--- src/rtl/io_supply_seq_pkg.sv ---
// Shared types and elaboration helpers for the IO-ring supply sequencer.
package io_supply_seq_pkg;

  typedef enum logic [2:0] {
    OFF,
    UP_WAIT,
    ON,
    DN_ISO,
    DN_WAIT,
    FAULT
  } seq_state_e;

  // Bits needed to hold values 0..max_val inclusive.
  function automatic int unsigned cnt_w(input int unsigned max_val);
    return (max_val < 1) ? 1 : $clog2(max_val + 1);
  endfunction

  function automatic int unsigned ch_w(input int unsigned n);
    return (n > 1) ? $clog2(n) : 1;
  endfunction

  function automatic bit params_ok(input int unsigned n, input int unsigned settle,
                                   input int unsigned tmo);
    return (n >= 1) && (settle >= 1) && (tmo > settle + 2);
  endfunction

endpackage

--- src/rtl/io_sync_2ff.sv ---
// Plain two-flop synchroniser, reusable across the IO digital blocks.
module io_sync_2ff #(
  parameter int unsigned WIDTH = 1
) (
  input  logic             clk_i,
  input  logic             rst_i,
  input  logic [WIDTH-1:0] d_i,
  output logic [WIDTH-1:0] q_o
);

  logic [WIDTH-1:0] meta;

  always_ff @(posedge clk_i) begin
    if (rst_i) begin
      meta <= '0;
      q_o  <= '0;
    end else begin
      meta <= d_i;
      q_o  <= meta;
    end
  end

endmodule

--- src/rtl/io_supply_sequencer.sv ---
// Sequences N_CH pad supply segments up (enable, settle, unclamp) and down
// (clamp, disable, settle) in order, with latched fault handling.
module io_supply_sequencer
  import io_supply_seq_pkg::*;
#(
  parameter int unsigned N_CH        = 4,
  parameter int unsigned SETTLE_CYC  = 16,
  parameter int unsigned TIMEOUT_CYC = 1024
) (
  input  logic                  clk_i,
  input  logic                  rst_i,
  input  logic                  pwr_req_i,
  input  logic [N_CH-1:0]       pg_i,
  output logic [N_CH-1:0]       en_o,
  output logic [N_CH-1:0]       iso_o,
  output logic                  ready_o,
  output logic                  busy_o,
  output logic                  fault_o,
  output logic [ch_w(N_CH)-1:0] fault_ch_o
);

  localparam int unsigned CW = ch_w(N_CH);
  localparam int unsigned SW = cnt_w(SETTLE_CYC);
  localparam int unsigned TW = cnt_w(TIMEOUT_CYC);

  localparam logic [CW-1:0] K_LAST   = CW'(N_CH - 1);
  localparam logic [SW-1:0] SET_LAST = SW'(SETTLE_CYC - 1);
  localparam logic [SW-1:0] SET_MAX  = SW'(SETTLE_CYC);
  localparam logic [TW-1:0] TMO_LAST = TW'(TIMEOUT_CYC - 1);
  localparam logic [TW-1:0] TMO_MAX  = TW'(TIMEOUT_CYC);

  if (!params_ok(N_CH, SETTLE_CYC, TIMEOUT_CYC)) begin : g_param_check
    $error("io_supply_sequencer: invalid N_CH/SETTLE_CYC/TIMEOUT_CYC");
  end

  logic [N_CH-1:0] pgs;

  io_sync_2ff #(.WIDTH(N_CH)) u_pg_sync (
    .clk_i (clk_i),
    .rst_i (rst_i),
    .d_i   (pg_i),
    .q_o   (pgs)
  );

  seq_state_e      state_q, state_d;
  logic [CW-1:0]   k_q, k_d, lost_ch, fch_d;
  logic [SW-1:0]   set_q, set_d, set_inc;
  logic [TW-1:0]   tmo_q, tmo_d, tmo_inc;
  logic [N_CH-1:0] en_d, iso_d;
  logic            ready_d, busy_d, fault_d;
  logic            at_target, settled, timed_out;

  always_ff @(posedge clk_i) begin
    if (rst_i) begin
      state_q    <= OFF;
      k_q        <= '0;
      set_q      <= '0;
      tmo_q      <= '0;
      en_o       <= '0;
      iso_o      <= '1;
      ready_o    <= 1'b0;
      busy_o     <= 1'b0;
      fault_o    <= 1'b0;
      fault_ch_o <= '0;
    end else begin
      state_q    <= state_d;
      k_q        <= k_d;
      set_q      <= set_d;
      tmo_q      <= tmo_d;
      en_o       <= en_d;
      iso_o      <= iso_d;
      ready_o    <= ready_d;
      busy_o     <= busy_d;
      fault_o    <= fault_d;
      fault_ch_o <= fch_d;
    end
  end

  always_comb begin
    // Target level is high while powering up, low while draining.
    at_target = (state_q == DN_WAIT) ? !pgs[k_q] : pgs[k_q];
    set_inc   = at_target ? ((set_q == SET_MAX) ? set_q : set_q + SW'(1)) : '0;
    tmo_inc   = (tmo_q == TMO_MAX) ? tmo_q : tmo_q + TW'(1);
    settled   = at_target && (set_q >= SET_LAST);
    timed_out = (tmo_q >= TMO_LAST);

    lost_ch = '0;
    for (int unsigned j = N_CH; j > 0; j--) begin
      if (!pgs[j-1]) lost_ch = CW'(j - 1);
    end

    state_d = state_q;
    k_d     = k_q;
    set_d   = set_inc;
    tmo_d   = tmo_inc;
    en_d    = en_o;
    iso_d   = iso_o;
    fch_d   = fault_ch_o;

    case (state_q)
      OFF: begin
        k_d   = '0;
        set_d = '0;
        tmo_d = '0;
        en_d  = '0;
        iso_d = '1;
        if (pwr_req_i) begin
          state_d = UP_WAIT;
          en_d[0] = 1'b1;
        end
      end
      UP_WAIT: begin
        // Settle beats both abort and timeout on the same cycle.
        if (settled) begin
          iso_d[k_q] = 1'b0;
          set_d      = '0;
          tmo_d      = '0;
          if (k_q == K_LAST) begin
            state_d = ON;
          end else begin
            k_d                 = k_q + CW'(1);
            en_d[k_q + CW'(1)]  = 1'b1;
          end
        end else if (!pwr_req_i) begin
          state_d    = DN_ISO;
          iso_d[k_q] = 1'b1;
          set_d      = '0;
          tmo_d      = '0;
        end else if (timed_out) begin
          state_d = FAULT;
          fch_d   = k_q;
        end
      end
      ON: begin
        set_d = '0;
        tmo_d = '0;
        if (pgs != '1) begin
          state_d = FAULT;
          fch_d   = lost_ch;
        end else if (!pwr_req_i) begin
          state_d       = DN_ISO;
          k_d           = K_LAST;
          iso_d[K_LAST] = 1'b1;
        end
      end
      DN_ISO: begin
        state_d   = DN_WAIT;
        en_d[k_q] = 1'b0;
        set_d     = '0;
        tmo_d     = '0;
      end
      DN_WAIT: begin
        if (settled) begin
          set_d = '0;
          tmo_d = '0;
          if (k_q == '0) begin
            state_d = OFF;
          end else begin
            state_d             = DN_ISO;
            k_d                 = k_q - CW'(1);
            iso_d[k_q - CW'(1)] = 1'b1;
          end
        end else if (timed_out) begin
          state_d = FAULT;
          fch_d   = k_q;
        end
      end
      FAULT: begin
        set_d = '0;
        tmo_d = '0;
        if (!pwr_req_i) state_d = OFF;
      end
      default: state_d = OFF;
    endcase

    if (state_d == FAULT) begin
      en_d  = '0;
      iso_d = '1;
    end
    ready_d = (state_d == ON);
    busy_d  = (state_d == UP_WAIT) || (state_d == DN_ISO) || (state_d == DN_WAIT);
    fault_d = (state_d == FAULT);
  end

endmodule
--- config.mk ---
export PLATFORM = sky130hd
export DESIGN_NAME = io_supply_sequencer
export DESIGN_NICKNAME = d
export VERILOG_FILES = /design/src/rtl/io_supply_seq_pkg.sv /design/src/rtl/io_sync_2ff.sv /design/src/rtl/io_supply_sequencer.sv
export SDC_FILE = /design/constraint.sdc
export NUM_CORES = 1
export LEC_CHECK = 0
export BUFFER_PORTS_ARGS = -buffer_cell sky130_fd_sc_hd__buf_2
export CORE_AREA = 2 2 59 83
export CTS_CLUSTER_SIZE = 24
export DETAILED_ROUTE_END_ITERATION = 8
export DIE_AREA = 0 0 61 85
export PLACE_DENSITY_LB_ADDON = 0.2
export SETUP_SLACK_MARGIN = 0.4
export SYNTH_ARGS = -nofsm -noshare
export SYNTH_HDL_FRONTEND = slang
export SYNTH_SLANG_ARGS = --single-unit
--- constraint.sdc ---
create_clock -name clk_i -period 3.3 [get_ports clk_i]
set_clock_uncertainty 0.1 [all_clocks]
set_input_delay 0.66 -clock clk_i [delete_from_list [all_inputs] [get_ports clk_i]]
set_output_delay 0.66 -clock clk_i [all_outputs]
set_load 0.02 [all_outputs]
==> impl_metrics.env <==
export IMPL_status="finished, final reports clean"
export IMPL_grt_use_total_pct=20.4
export IMPL_initial_core_util_pct=53.2
export IMPL_setup_ws_ps=605
export IMPL_syn_area_sq_um=2370
export IMPL_die_y_um=85
export IMPL_worst_slew_pin_slew_ps=582
export IMPL_io_buffers=19
export IMPL_vias_per_cell=5.61
export IMPL_grt_setup_unrepaired="false"
export IMPL_synth_edff_count=0
export IMPL_yosys_cell_count_top_type="dfxtp_1"
export IMPL_min_period_ps=2700
export IMPL_criticalPathCategory="reg2reg"
export IMPL_cpMaxStageDelayCell="or2_2"
export IMPL_syn2layout_area_growth_pct=11.9
export IMPL_leakagePower_nw=0.977
export IMPL_grt_pass1_wl_mm=8.12
export IMPL_core_area_sq_um=4460
export IMPL_synth_ff_type="dfxtp_1"
export IMPL_wl_per_cell_um=13.7
export IMPL_cpMostUsedCell="ha_1"
export IMPL_cts_made_buffers=5
export IMPL_async_reset_ff_share_pct=0
export IMPL_yosys_area_top_type="dfxtp_1"
export IMPL_netlist_instances=271
export IMPL_syn_nets=287
export IMPL_ys_types=61
export IMPL_crit_arrival_ps=2830
export IMPL_hpwl_mm=3.60
export IMPL_critPathBufInv=1
export IMPL_hp_class="reg2reg"
export IMPL_p_switching_w=0.000375
export IMPL_fill_cells=424
export IMPL_hold_violations=0
export IMPL_crit_family="simple AND/OR/NAND/NOR gates"
export IMPL_critPathRequiredTime_ps=3440
export IMPL_avgSynthCellArea_sq_um=8.76
export IMPL_place_congestion=0.889
export IMPL_grt_max_degree=21
export IMPL_fmax_mhz=371
export IMPL_synth_seq_cells=42
export IMPL_drc=0
export IMPL_clock_sinks=42
export IMPL_final_antenna_net_count=0
export IMPL_endpoint_kind="flip-flop"
export IMPL_h_tree_depth=2
export IMPL_die_area_sq_um=5190
export IMPL_drtPass1Iterations=4
export IMPL_die_width_um=61
export IMPL_path_clk_slew_ps=80
export IMPL_ios=20
export IMPL_rows=29
export IMPL_dp_cells=344
export IMPL_cp_start_kind="flip-flop"
export IMPL_placed_area_sq_um=2520
export IMPL_setup_tns_ps=0
export IMPL_power_share_sequential_pct=42.9
export IMPL_setup_viol=0
export IMPL_drt_iter0_drc=105
export IMPL_p_comb_share_pct=20.1
export IMPL_worstPathCellList="ha_1 -> and3_1 -> ha_1 -> nor2_2 -> a21boi_4 -> nor4b_4 -> a21oi_1 -> or2_2 -> buf_4 -> nor2_4"
export IMPL_synth_seq_area_share_pct=35.4
export IMPL_fin_area_sq_um=2660
export IMPL_cts_root_buf="clkbuf_8"
export IMPL_drv_slew=0
export IMPL_routed_wl_mm=4.83
export IMPL_top_layer="met4"
export IMPL_clock_path_buffers=2
export IMPL_cpPeakStageDelay_ps=470
export IMPL_multi_input_area_sq_um=1420
export IMPL_drive_gt1_share_pct=19.3
export IMPL_final_util_pct=59.5
export IMPL_fin_cells=352
export IMPL_cts_resized=1
export IMPL_ir_drop_v=0.000316
export IMPL_synth_area_leaders="dfxtp_1 35%, ha_1 4.7%, nor2_4 4.3%"
export IMPL_cts_setup_buffers=0
export IMPL_cp_max_fo=13
export IMPL_antenna_found_initial=0
export IMPL_grt_pass1_vias=1878
export IMPL_max_slew_margin_pct=61.2
export IMPL_fin_crit_sh_pct=81.7
export IMPL_synth_commonest_cells="42 x dfxtp_1, 20 x nor2_1, 17 x nand2_1, 15 x a21oi_1, 15 x nor3_1"
export IMPL_worstSkewPairLatency_ps=300
export IMPL_met3WireLength_um=175
export IMPL_ctsHoldBuffers=0
export IMPL_cts_tree="built"
export IMPL_clockPowerShare_pct=37.1
export IMPL_nets=305
export IMPL_yosys_area_top_type_share_pct=35.4
export IMPL_ys_warnings_count=0
export IMPL_max_cap_viol_count=0
export IMPL_diodes=0
export IMPL_overflow=0
export IMPL_powerDensity_nw_per_um2=494
export IMPL_regArea_sq_um=841
export IMPL_wl_met1_mm=2.03
export IMPL_dr_wl_met2_mm=2.49
export IMPL_internal_power_w=0.000938
export IMPL_routed_via_count=1973
export IMPL_p_sw_share_pct=28.5
export IMPL_dp_slack_ps=421
-- worst paths after layout --
path	from	end	slack, ps	cells after the start
max	set_q[0]	tmo_q[6]	600	10
min	u_pg_sync.meta[2]	u_pg_sync.q_o[2]	350	1
max reg2reg	set_q[0]	tmo_q[6]	600	10
min reg2reg	u_pg_sync.meta[2]	u_pg_sync.q_o[2]	350	1
-- cells by family (layout without fill, tap and decap cells) --
kind of cell	after synthesis	in the layout	share of synthesized area, %
AND/OR/NAND/NOR	108	108	26.5
flip-flops	42	42	35.4
XOR/XNOR	13	13	4.80
adder cells (fa/ha/maj)	9	9	4.74
buffers and inverters	26	45	4.90
multiplexers	4	4	2.27
AO/OA/AOI/OAI	69	69	21.4
-- layout by cell type, fill, tap and decap left out, types with 5 or more instances in the layout --
master    count
nand2_1      17
inv_1        13
nor3_1       15
ha_1          9
buf_4         5
nand3_1       9
xor2_1        7
dfxtp_1      42
buf_2        19
nor2_4        9
nor2_1       19
xnor2_1       6
nor2b_1      12
o21ai_0      13
clkbuf_8      5
a21oi_1      15
-- worst reg2reg max path, cell delays in order, from the launching register on --
cell,delay (ps)
dfxtp_1,340
ha_1,220
and3_1,190
ha_1,200
nor2_2,270
a21boi_4,120
nor4b_4,330
a21oi_1,60
or2_2,470
buf_4,250
nor2_4,90
-- metal layers --
metal  vias up  global-route usage, %
met3        13                   4.42
met1       914                   23.2
met5         -                      0
li1        998                      -
met4         0                   10.1
met2        48                   34.6
-- registers in the layout (all words and copies together), names as in the netlist --
register        flops
state_q             3
u_pg_sync.meta      4
busy_o              1
fault_ch_o          2
u_pg_sync.q_o       4
set_q               5
ready_o             1
k_q                 2
iso_o               4
tmo_q              11
fault_o             1
en_o                4
-- power by group through the flow --
stage	sequential (W)	clock (W)	combinational (W)
floorplan	0.000581	0	0.000193
global placement	0.000574	0	0.000259
detailed placement	0.000574	0	0.000260
CTS	0.000562	0.000497	0.000261
global route	0.000569	0.000522	0.000287
finish	0.000563	0.000487	0.000263
-- final cells by class --
type / instances / area share (%)
inverters: 13 / 1.84
clock buffers: 5 / 2.59
clock inverters: 3 / 2.59
well taps: 62 / 2.92
multi-input cells: 203 / 53.4
flip-flops and latches: 42 / 31.7
repair buffers: 24 / 4.99
-- metrics by stage --
stage	power, W	hold slack [ps]
final	0.00131	345
after global routing	0.00138	360
after CTS	0.00132	350
after detailed placement	0.000834	322
after global placement	0.000834	319
after floorplan	0.000774	314
Note: power is estimated with default switching activity, not from simulation.
